`config.mk`:
```
export PLATFORM = sky130hd
export DESIGN_NAME = fifo_rptr_empty
export DESIGN_NICKNAME = d
export VERILOG_FILES = /design/src/rtl/fifo_pkg.sv /design/src/rtl/fifo_flag_sync.sv /design/src/rtl/fifo_rptr_empty.sv
export SDC_FILE = /design/constraint.sdc
export NUM_CORES = 1
export LEC_CHECK = 0
export BUFFER_PORTS_ARGS = -buffer_cell sky130_fd_sc_hd__buf_4
export CAP_MARGIN = 20
export CORE_AREA = 3 3 40 42
export CTS_BUF_LIST = sky130_fd_sc_hd__clkbuf_8
export DETAILED_ROUTE_END_ITERATION = 16
export DIE_AREA = 0 0 43 45
export PLACE_DENSITY = 0.61
export SYNTH_ARGS = -nofsm -noshare
export SYNTH_HDL_FRONTEND = slang
export SYNTH_SLANG_ARGS = --single-unit
```
`constraint.sdc`:
```
create_clock -name rclk -period 1.3 [get_ports rclk]
set_input_delay 0.065 -clock rclk [delete_from_list [all_inputs] [get_ports rclk]]
set_output_delay 0.065 -clock rclk [all_outputs]
set_load 0.02 [all_outputs]
```
`src/rtl/fifo_pkg.sv`:
```
// Shared async-FIFO definitions: Gray conversion helper and default sizing
// used by both the read-side and write-side pointer controllers.
package fifo_pkg;

  localparam int FIFO_ASIZE_DEFAULT = 4;
  localparam int SYNC_STAGES        = 2;

  // Width-generic: callers cast the argument up and the result back down.
  function automatic logic [31:0] bin2gray(input logic [31:0] bin);
    return bin ^ (bin >> 1);
  endfunction

endpackage

```
`src/rtl/fifo_flag_sync.sv`:
```
// Flag synchronizer: asserts asynchronously whenever rst or the active-low
// async input is asserted, and releases only after STAGES clean clock edges.
module fifo_flag_sync
  import fifo_pkg::*;
#(
  parameter int STAGES = SYNC_STAGES
) (
  input  logic clk,
  input  logic rst,
  input  logic async_n,
  output logic flag
);

  logic              set;
  logic [STAGES-1:0] sync;

  assign set = rst | ~async_n;

  // Zeros shift in from stage 0; any set event refills the chain with ones,
  // so a glitch on async_n restarts the full release count.
  always_ff @(posedge clk or posedge set) begin
    if (set) begin
      sync <= '1;
    end else begin
      sync <= {sync[STAGES-2:0], 1'b0};
    end
  end

  assign flag = sync[STAGES-1];

endmodule

```
`src/rtl/fifo_rptr_empty.sv`:
```
// Read-side pointer and empty controller for the async FIFO: binary RAM
// address, Gray pointer to the comparator, clean rempty, rvalid, underflow.
module fifo_rptr_empty
  import fifo_pkg::*;
#(
  parameter int ASIZE = FIFO_ASIZE_DEFAULT
) (
  input  logic             rclk,
  input  logic             rrst,
  input  logic             rinc,
  input  logic             aempty_n,
  input  logic             rerr_clr,
  output logic [ASIZE-1:0] rptr,
  output logic [ASIZE-1:0] raddr,
  output logic             rempty,
  output logic             rvalid,
  output logic             rerr_underflow
);

  // Handshake: a read is accepted on an rclk edge when rinc=1 and the
  // pre-edge rempty=0; rvalid is high for exactly the following cycle,
  // when the RAM output holds the word at the accepted raddr. rinc while
  // empty is dropped and flagged as underflow.
  logic             rd_acc;
  logic [ASIZE-1:0] rbin;
  logic [ASIZE-1:0] rbnext;
  logic [ASIZE-1:0] rgnext;

  assign rd_acc = rinc & ~rempty;
  assign rbnext = rbin + ASIZE'(rd_acc);
  assign rgnext = ASIZE'(bin2gray(32'(rbnext)));

  // rptr is a bare flop so the comparator never sees decode glitches.
  always_ff @(posedge rclk or posedge rrst) begin
    if (rrst) begin
      rbin           <= '0;
      rptr           <= '0;
      rvalid         <= 1'b0;
      rerr_underflow <= 1'b0;
    end else begin
      rbin   <= rbnext;
      rptr   <= rgnext;
      rvalid <= rd_acc;
      if (rinc & rempty) begin
        rerr_underflow <= 1'b1;
      end else if (rerr_clr) begin
        rerr_underflow <= 1'b0;
      end
    end
  end

  assign raddr = rbin;

  fifo_flag_sync #(
    .STAGES (SYNC_STAGES)
  ) u_empty_sync (
    .clk     (rclk),
    .rst     (rrst),
    .async_n (aempty_n),
    .flag    (rempty)
  );

endmodule

```
* Word-level counts from Yosys, hierarchy flattened
Cells that the tools add are included.
** Operators by class
- $add $sub $neg :: 1
- Multiply operators :: 0
- Divide/modulo/power cells :: 0
- Magnitude comparators :: 0
- Eq/ne operators :: 0
- Shift operators :: 0
- Multiplexer cells :: 2
- Bitwise operators :: 6
- Reductions and logical operators :: 1
** Operators by type and width (count)
- $add 4x1->4 :: 1
- $xor 4x3->4 :: 1
- $and 1x1->1 :: 2
- $mux 1 :: 2
- $not 1->1 :: 2
- $reduce_bool 2->1 :: 1
- $or 1x1->1 :: 1
** Storage, ports and cells
- Bits in registers :: 12
- Bits in latches :: 0
- RAM bits :: 0
- Bits in read-only memories :: 0
- Output and inout port bits :: 11
- Logic and storage cells :: 15
- Memories :: 0

* Logic depth before layout (Yosys ltp)
- Depth in word-level cells :: 4
- Mapped depth :: 5
- Mapped depth without buffers :: 5

* Hierarchy
A second synthesis with hierarchy kept.
** Second synthesis, totals
- Cells, all modules :: 29
- Area total of the unflattened synthesis :: 415.4 um2
** Modules (own cells, without submodules)
- fifo_rptr_empty :: times used 1, cells an instance 25, area each 345.3 um2, sequential area each 225.2 um2
- fifo_flag_sync :: times used 1, cells an instance 4, area each 70.1 um2, sequential area each 52.6 um2

* Worst setup path after synthesis
Ideal clock, no wire load.
- Path type :: register -> register
- Start :: register u_empty_sync.sync[1]
- End :: register rptr[1]
- Library setup time :: 131 ps
- Data arrival time :: 1381 ps
- Required time :: 1169 ps
- Path slack :: -212 ps
- Stages on the path, launching flop included :: 6
- Buffers on the path :: 0
- Clock period less this slack :: 1512 ps
- Cells stage by stage :: dfstp_2 > nor2b_1 > ha_1 > ha_1 > xor2_1 > xor2_1
** On the way
- Cells in the longest elaborated chain, start to end :: 4
** RTL lines
- from (decl) :: line fifo_flag_sync.sv:15 : logic [STAGES-1:0] sync;
- from (signal assigned) :: line fifo_flag_sync.sv:25 : sync <= {sync[STAGES-2:0], 1'b0};
- $not 1->1 :: line fifo_rptr_empty.sv:29 : assign rd_acc = rinc & ~rempty;
- $and 1x1->1 :: line fifo_rptr_empty.sv:29
- named net rd_acc :: line fifo_rptr_empty.sv:24 : logic rd_acc;
- $add 4x1->4 :: line fifo_rptr_empty.sv:30 : assign rbnext = rbin + ASIZE'(rd_acc);
- named net rbnext[2] :: line fifo_rptr_empty.sv:26 : logic [ASIZE-1:0] rbnext;
- $xor 4x3->4 :: line fifo_pkg.sv:10 : return bin ^ (bin >> 1);
- named net rgnext[1] :: line fifo_rptr_empty.sv:27 : logic [ASIZE-1:0] rgnext;
- to (signal assigned) :: line fifo_rptr_empty.sv:42 : rptr <= rgnext;
- to (decl) :: line fifo_rptr_empty.sv:13 : output logic [ASIZE-1:0] rptr,
The timed path passes the listed nets, and every way through them passes these cells.
A chain may end at the register's enable or synchronous reset.

* Final worst setup path
Same ends and word-level chain as after synthesis.

==> out/metrics.json <==
{
  "critical_path": {
    "critical_path.max_fanout": 2,
    "reg2reg_to": "rptr[1]$_DFF_PP0_",
    "critical_path_capture_point_type": "flop",
    "critical_path_required_ps": 1420,
    "ff2ff_setup_slack_ps": -90,
    "start_kind": "flop",
    "worst_r2r_path_depth": 5,
    "worstReg2RegStart": "u_empty_sync.sync[1]$_DFF_PP1_",
    "worst-setup-path-type": "reg2reg",
    "critPathArrivalTime_ps": 1510
  },
  "logic_synthesis": {
    "synth_area_leaders": "sky130_fd_sc_hd__dfrtp_1, sky130_fd_sc_hd__dfstp_2, sky130_fd_sc_hd__xnor2_1",
    "synthesis.area_per_instance_um2": 14.1,
    "synth_area_um2": 408,
    "synth.largest_area_cell": "sky130_fd_sc_hd__dfrtp_1",
    "yosys_warnings": 0,
    "netlist.area_leader.share_pct": 55.2,
    "synth.net_count": 36,
    "ys_types": 13,
    "synth_seq_cells": 11,
    "synth_seq_area_share_pct": 68.1,
    "netlist_instances": 29
  },
  "place": {
    "place_hpwl_um": 534,
    "numPortBuffers": 15,
    "place.gp.congestion": 0.686,
    "placedInstanceArea_um2": 562
  },
  "global_routing": {
    "grt_antenna_before_repair": 0,
    "grt_pass1_vias": 292,
    "overflow": 0,
    "grt_pass1_wl_mm": 1.32,
    "maximum_number_of_pins_on_one_net_before_global_route_repair": 10,
    "grt.total_usage_pct": 10.4
  },
  "sta": {
    "timing.final.setup_violations": 2,
    "finalHoldViolCount": 0,
    "post-route-min-period_ps": 1390,
    "grt_setup_unrepaired": "true",
    "final_max_tran_viols": 0,
    "max_clock_freq_mhz": 720,
    "final_critical_path_setup_slack_ps": -88.5,
    "worst_clock_skew_ps": 0.794,
    "timing.final.crit_share_pct": 107
  },
  "final_layout": {
    "area_growth_pct": 62.3,
    "most_common_library_cell_in_the_layout_ignoring_fill_and_taps": "sky130_fd_sc_hd__buf_4",
    "layout_common_cells": "sky130_fd_sc_hd__buf_4, sky130_fd_sc_hd__dfrtp_1",
    "layout-drive-gt1-share_pct": 50.0,
    "nets": 60,
    "insertedDiodeCount": 0,
    "post-route-cell-area_um2": 662
  },
  "floorplan": {
    "die-area_um2": 1940,
    "die_x_um": 43,
    "floorplan.initialDensity_pct": 31.7,
    "fp.dieH_um": 45,
    "placement_rows": 13,
    "floorplan.io_pins": 16,
    "placeableCoreArea_um2": 1280
  },
  "route": {
    "detail_route.wl_per_cell_um": 12.1,
    "number_of_drc_violations_after_detailed_routing": 0,
    "routed_via_density": 4.13,
    "vias_after_detailed_routing": 277,
    "drtIter0Drc": 1,
    "ant_nets": 0,
    "drt-total-wl_um": 813,
    "detailedRoute.firstPassIterationCount": 3
  },
  "clocking": {
    "clock_tree.root_cell": "sky130_fd_sc_hd__clkbuf_8",
    "tritoncts": "yes",
    "number_of_buffers_added_by_the_clock_tree_synthesis_step": 3,
    "clock_latency_ps": 240,
    "cts_setup_buffers": 0,
    "clock_path_buffers": 2,
    "cts.reportedPaths.clkPinSlew_ps": 50,
    "cts_htree_levels": 1,
    "tritoncts_num_sinks": 11
  },
  "power_and_ir_drop": {
    "leakage_nw": 0.317,
    "overall_power_consumption_mw": 1.59,
    "irDropWorstVdd_mv": 0.803,
    "power_density_nw_per_um2": 2410
  },
  "hold_path": {
    "whs_path_depth": 3,
    "min_path_type": "in2reg",
    "hold_end": "rerr_underflow$_DFFE_PP0P_",
    "worst_hold_startpoint": "rinc"
  },
  "run_status": {
    "violations_in_the_final_reports": "setup timing",
    "status": "finished, violations left"
  },
  "job": {
    "max-cap-violations": 0
  }
}
## timing repair
action / CTS / global route
pin swaps: 0 / 1
hold endpoints to repair: 12 / 0
gates resized for setup: 2 / 2
hold buffers: 3 / 0
setup endpoints to repair: 2 / 4
## cell usage after synthesis (all sizes together)
cell    instances
nand2           1
a21boi          1
ha              2
xnor2           3
nor2b           2
xor2            3
inv             2
dfrtp           9
o21ai           1
buf             1
nand3           1
conb            1
dfstp           2
## worst max-delay path: stages, from the launching register on
cell,delay [ps]
sky130_fd_sc_hd__dfstp_2,550
sky130_fd_sc_hd__nor2b_4,50
sky130_fd_sc_hd__ha_4,170
sky130_fd_sc_hd__ha_4,170
sky130_fd_sc_hd__xor2_2,180
sky130_fd_sc_hd__xor2_1,150
## cells by family after synthesis
kind of cell	share of synthesized area, %
flip-flops	68.1
AO/OA/AOI/OAI	3.07
buffers and inverters	3.68
AND/OR/NAND/NOR	5.21
other	0.919
adder cells (fa/ha/maj)	6.13
XOR/XNOR	12.9
## sequential cells by signal, indices dropped and copies added (netlist names)
signal	count
rvalid	1
rerr_underflow	1
rptr	3
u_empty_sync.sync	2
raddr	4
## worst max-delay path by stage
stage	from	end	slack, ps	cells past startpoint
floorplan	u_empty_sync.sync[1]$_DFF_PP1_	rptr[1]$_DFF_PP0_	-150	5
global placement	u_empty_sync.sync[1]$_DFF_PP1_	rptr[1]$_DFF_PP0_	-80	5
detailed placement	u_empty_sync.sync[1]$_DFF_PP1_	rptr[1]$_DFF_PP0_	-100	5
CTS	u_empty_sync.sync[1]$_DFF_PP1_	rptr[1]$_DFF_PP0_	-100	5
global route	u_empty_sync.sync[1]$_DFF_PP1_	rptr[1]$_DFF_PP0_	-120	5
finish	u_empty_sync.sync[1]$_DFF_PP1_	rptr[1]$_DFF_PP0_	-90	5
## stage by stage
stage	hold WS [ps]	utilization [%]	setup WS (ps)	TNS (ps)	cells
finish	49.1	51.5	-88.5	-127	67
global route	71.2	51.5	-120	-228	67
CTS	38.8	50.3	-99.8	-148	67
detailed placement	60.1	43.7	-96.9	-129	60
global placement	48.6	43.7	-79.5	-79.5	60
floorplan	-107	-	-146	-265	29
## power breakdown
group	switching (mW)	internal, mW
clock	0.128	0.207
combinational	0.340	0.345
sequential	0.102	0.473
## layer usage
metal	up-vias	GRT usage (%)	wire length (um)
met5	-	0	0
met4	0	9.04	29
met3	3	5.18	55
met2	9	19.2	487
met1	134	7.83	240
li1	131	-	-
## final cells by class
type	count	area (um^2)
clock buffer	3	41.3
clock inverter	1	3.75
fill	117	623
inverter	2	7.51
multi-input combinational	15	155
sequential	11	278
tap	15	18.8
timing repair buffer	20	158
Note: power is estimated with default switching activity, not from simulation.
